### config.mk
export PLATFORM = sky130hd
export DESIGN_NAME = pipe_ctrl
export DESIGN_NICKNAME = d
export VERILOG_FILES = /design/src/rtl/pipe_ctrl.sv
export SDC_FILE = /design/constraint.sdc
export NUM_CORES = 1
export LEC_CHECK = 0
export CORE_UTILIZATION = 53
export CTS_BUF_LIST = sky130_fd_sc_hd__clkbuf_4 sky130_fd_sc_hd__clkbuf_8
export CTS_CLUSTER_SIZE = 25
export DETAILED_ROUTE_END_ITERATION = 16
export PLACE_DENSITY = 0.83
export SYNTH_ARGS = -nofsm -noshare
export SYNTH_HDL_FRONTEND = slang
export SYNTH_SLANG_ARGS = --single-unit
### constraint.sdc
create_clock -name clk -period 2.6 [get_ports clk]
set_input_delay 0.52 -clock clk [delete_from_list [all_inputs] [get_ports clk]]
set_output_delay 0.52 -clock clk [all_outputs]
set_load 0.005 [all_outputs]
### src/rtl/pipe_ctrl.sv
// Pipeline stage controller: per-stage register write enables and bubble/flush
// controls from the hazard inputs, plus saturating stall and flush counters.
module pipe_ctrl (
    input  logic        clk,
    input  logic        reset_n,
    input  logic        stall_load,
    input  logic        stall_I,
    input  logic        stall_D,
    input  logic        branch_taken,
    input  logic        perf_clr,
    output logic        load_pc,
    output logic        load_if_id,
    output logic        load_id_ex,
    output logic        load_ex_mem,
    output logic        load_mem_wb,
    output logic        flush_if_id,
    output logic        bubble_id_ex,
    output logic        bubble_ex_mem,
    output logic [1:0]  ctrl_state,
    output logic [15:0] stall_cycles,
    output logic [15:0] flush_count
);

    typedef enum logic [1:0] {
        RUN      = 2'd0,
        LUSTALL  = 2'd1,
        REDIRECT = 2'd2
    } ctrl_state_e;

    ctrl_state_e state_q;
    ctrl_state_e state_d;
    logic        flush_event;

    always_ff @(posedge clk or negedge reset_n) begin
        if (!reset_n) begin
            state_q <= RUN;
        end else begin
            state_q <= state_d;
        end
    end

    // Priority: stall_D, branch, REDIRECT recovery, load-use, I-miss, advance.
    always_comb begin
        state_d       = state_q;
        flush_event   = 1'b0;
        load_pc       = 1'b0;
        load_if_id    = 1'b0;
        load_id_ex    = 1'b0;
        load_ex_mem   = 1'b0;
        load_mem_wb   = 1'b0;
        flush_if_id   = 1'b0;
        bubble_id_ex  = 1'b0;
        bubble_ex_mem = 1'b0;

        if (!reset_n) begin
            state_d = RUN;
        end else if (stall_D) begin
            state_d = state_q;
        end else if (branch_taken) begin
            load_pc       = 1'b1;
            load_if_id    = 1'b1;
            load_id_ex    = 1'b1;
            load_ex_mem   = 1'b1;
            load_mem_wb   = 1'b1;
            flush_if_id   = 1'b1;
            bubble_id_ex  = 1'b1;
            bubble_ex_mem = 1'b1;
            flush_event   = 1'b1;
            state_d       = stall_I ? REDIRECT : RUN;
        end else if (state_q == REDIRECT) begin
            // The fetch in flight when the branch resolved is stale and is discarded.
            load_pc      = 1'b0;
            load_if_id   = !stall_I;
            flush_if_id  = !stall_I;
            bubble_id_ex = 1'b1;
            load_id_ex   = 1'b1;
            load_ex_mem  = 1'b1;
            load_mem_wb  = 1'b1;
            state_d      = stall_I ? REDIRECT : RUN;
        end else if (state_q == RUN && stall_load) begin
            load_ex_mem   = 1'b1;
            load_mem_wb   = 1'b1;
            bubble_ex_mem = 1'b1;
            state_d       = LUSTALL;
        end else if (stall_I) begin
            bubble_id_ex = 1'b1;
            load_id_ex   = 1'b1;
            load_ex_mem  = 1'b1;
            load_mem_wb  = 1'b1;
            state_d      = RUN;
        end else begin
            load_pc     = 1'b1;
            load_if_id  = 1'b1;
            load_id_ex  = 1'b1;
            load_ex_mem = 1'b1;
            load_mem_wb = 1'b1;
            state_d     = RUN;
        end
    end

    // Counters saturate rather than wrap; a clear overrides a same-cycle increment.
    always_ff @(posedge clk or negedge reset_n) begin
        if (!reset_n) begin
            stall_cycles <= 16'h0000;
            flush_count  <= 16'h0000;
        end else if (perf_clr) begin
            stall_cycles <= 16'h0000;
            flush_count  <= 16'h0000;
        end else begin
            if (!load_pc && stall_cycles != 16'hFFFF) begin
                stall_cycles <= stall_cycles + 16'h0001;
            end
            if (flush_event && flush_count != 16'hFFFF) begin
                flush_count <= flush_count + 16'h0001;
            end
        end
    end

    assign ctrl_state = state_q;

endmodule

==> results by group <==
Outcome
  • Outcome: finished clean

Power
  • Design Power: 0.00115 W
  • PwrDens: between 400 and 500 nW/µm²
  • Max VDD drop: 0.000474 V
  • Leak: 1.13 nW

Synth
  • Post-synth net total: 240
  • Ys flop type: dfrtp_1
  • Mux cell area share after synthesis: 0.0370
  • Largest cells by area after synthesis: dfrtp_1 (38%), a21oi_1 (5.2%), or4_1 (4.0%)
  • Sequential area share after synthesis: 0.381
  • Top cell type's share of synthesized area: 0.381
  • Adder-cell share of the synthesized area: 0.0112
  • Post-synthesis compound-gate area fraction: 0.166
  • Commonest cells post-synth: dfrtp_1 (34), a21oi_1 (23), nor2_1 (16)
  • Synth area leader: dfrtp_1
  • Post-synth ARST share: 1.00
  • Number of synthesized flops with an enable pin: 0
  • Simple-Gate Fraction of Synth Area: 0.335
  • Cells after synthesis: 231
  • Flops & latches, synth: 34
  • Library cells used by synthesis: 51
  • Post-synthesis area per instance: 9.67 µm²
  • Most instantiated library cell after synthesis: dfrtp_1
  • Post-Syn Area: roughly 2200 µm²
  • Post-Synth XOR/XNOR Area: 0
  • Yosys warns: 0
  • Largest family of logic cells by synthesized area: simple AND/OR/NAND/NOR gates

Global route
  • GRT overflow: 0
  • Initial antenna violation count: 0
  • Vias in the first global route: 1,837
  • Gr usage total: 0.261
  • Largest net degree at the start of global routing: 37
  • First-pass GRT wire length: 8670 µm

Detailed routing
  • Wire per inst: approximately 16 µm
  • ANT nets after route: 0
  • Drt first pass iters: 4
  • Via density per instance: 6.21
  • Total Wirelength: approximately 5300 µm
  • Vias: 2,081
  • Number of remaining DRC errors: 0
  • 1st-iter DRT viols: 190

STA
  • Hold Fails Final Rpt: 0
  • Worst Clk Skew: 0.00360 ns
  • Measured slew at the worst slew-check pin: 0.801 ns
  • Hold_ws: approximately 0.34 ns
  • RSZ-0062 raised after global routing: false
  • Max Clk Rate: 401 MHz
  • Tmin final: 2.50 ns
  • Max Slew Vio Count: 0
  • Period utilization: 0.960
  • Final setup fails: 0
  • Relative slew margins: 0.465

Layout
  • Fillers: 336
  • Area Overhead vs Synth: 27.5%
  • Diode count: 0
  • Share of cells above drive strength 1: 0.147
  • Final layout net count: 293

Clock tree
  • CTS sink count: 34
  • Clk root buf: clkbuf_8
  • CTS Buf Count: 5
  • Clock Latency Late Sink: 0.29 ns
  • CTS tree: built
  • Longest Clk Path Bufs: 2
  • Htree depth: 2
  • Clock transition at the registers of the reported paths: 0.07 ns

Die
  • Die area: ~4500 µm²
  • Die Span Y: 66.9 µm
  • I/O Pins: between 40 and 50
  • Die span in x: 66.9 µm
  • Starting Density: 0.555
  • Row cnt: 23
  • CORE AREA: 4030 µm²

Hold path
  • Hold crit path type: in2async

Setup path
  • Worst Path Arrival: approximately 2 ns
  • Setup crit start kind: input port
  • Req. time, crit path: between 2 and 2.5 ns
  • Peak fanout along the critical path: 5
  • CP Class: in2out
  • Endpoint type of the worst setup path: output pin

Placement
  • Detail Placement HPWL: 3740 µm
  • GPL Wtd Cong: 0.843
  • I/O Buffers: 48

Run
  • Max_cap viols: 0
-- kinds of logic (layout without fill, tap and decap cells) --
| group | Yosys count | after routing |
|---|---|---|
| adder cells (fa/ha/maj) | 2 | 2 |
| flip-flops | 34 | 34 |
| multiplexers | 7 | 7 |
| buffers and inverters | 24 | 78 |
| AO/OA/AOI/OAI | 57 | 57 |
| AND/OR/NAND/NOR | 107 | 107 |
-- state kept, by name (all words and copies together) (netlist names) --
name and cells:
flush_count 16, stall_cycles 16, ctrl_state 2
-- area by class of cell --
| cell class | instances | area, µm² | area share |
|---|---|---|---|
| Multi-Input combinational cell | 173 | 1230 | 0.431 |
| Tap cell | 50 | 62.6 | 0.0219 |
| Sequential cell | 34 | 851 | 0.299 |
| Timing Repair Buffer | 60 | 562 | 0.197 |
| Clock buffer | 5 | 68.8 | 0.0241 |
| Inverter | 10 | 37.5 | 0.0132 |
| Clock inverter | 3 | 40.0 | 0.0140 |
-- final timing paths --
kind	from	end	slack, ns	cells after the start
worst min register to register	flush_count[5]	flush_count[5]	0.59	2
min in group clk	flush_count[5]	flush_count[5]	0.59	2
max in group asynchronous	reset_n	stall_cycles[12]	1.94	2
worst max register to register	stall_cycles[0]	stall_cycles[9]	0.42	6
worst max-delay path	branch_taken	load_pc	0.10	4
worst min-delay path	reset_n	stall_cycles[7]	0.34	2
-- where the power goes --
group / internal (W) / total, W / leakage [nW] / switching (W)
Combinational: 0.0000575 / 0.000117 / 0.605 / 0.0000595
Sequential: 0.000535 / 0.000546 / 0.472 / 0.0000109
Clock: 0.000282 / 0.000490 / 0.0579 / 0.000208
-- timing repair --
item                                   CTS  global route
endpoints found under the hold margin    0             0
hold buffers                             0             0
gates resized for setup                  5             0
setup endpoints to repair                3             0
setup buffers                            0             0
-- layout by cell type, fill, tap and decap left out, types with 7 or more instances in the layout --
cell type | synthesis | layout
clkdlybuf4s50_1 | 0 | 44
buf_4 | 2 | 12
or4_1 | 12 | 12
inv_1 | 10 | 10
o21ai_0 | 9 | 8
dfrtp_1 | 34 | 34
a21oi_1 | 23 | 23
o31ai_1 | 11 | 11
nand3_1 | 13 | 13
nand2_1 | 7 | 7
nor2_1 | 16 | 16
nor2b_1 | 8 | 8
-- per-layer routing --
layer / wire length, µm / part of all wire / GRT usage / up-vias
li1: - / - / - / 995
met5: 0 / 0 / 0 / -
met2: 2560 / 0.49 / 0.432 / 56
met3: 247 / 0.047 / 0.0651 / 5
met1: 2410 / 0.46 / 0.331 / 1025
met4: 55 / 0.010 / 0.0798 / 0
-- metrics by stage --
step	setup slack [ns]	TNS, ns	util	area, µm²	cells
6_report	0.103	0	0.707	2850	335
5_1_grt	0.0346	0	0.707	2850	335
4_1_cts	0.107	0	0.707	2850	335
3_5_place_dp	-0.178	-0.457	0.681	2740	327
3_3_place_gp	-0.125	-0.298	0.681	2740	327
2_1_floorplan	0.680	0	-	2230	231
-- critical path: stages --
cell	delay, ns
clkdlybuf4s50_1	0.57
nand2b_2	0.18
o311a_4	0.20
clkdlybuf4s50_1	0.50
Power figures use the tool's default switching activity.
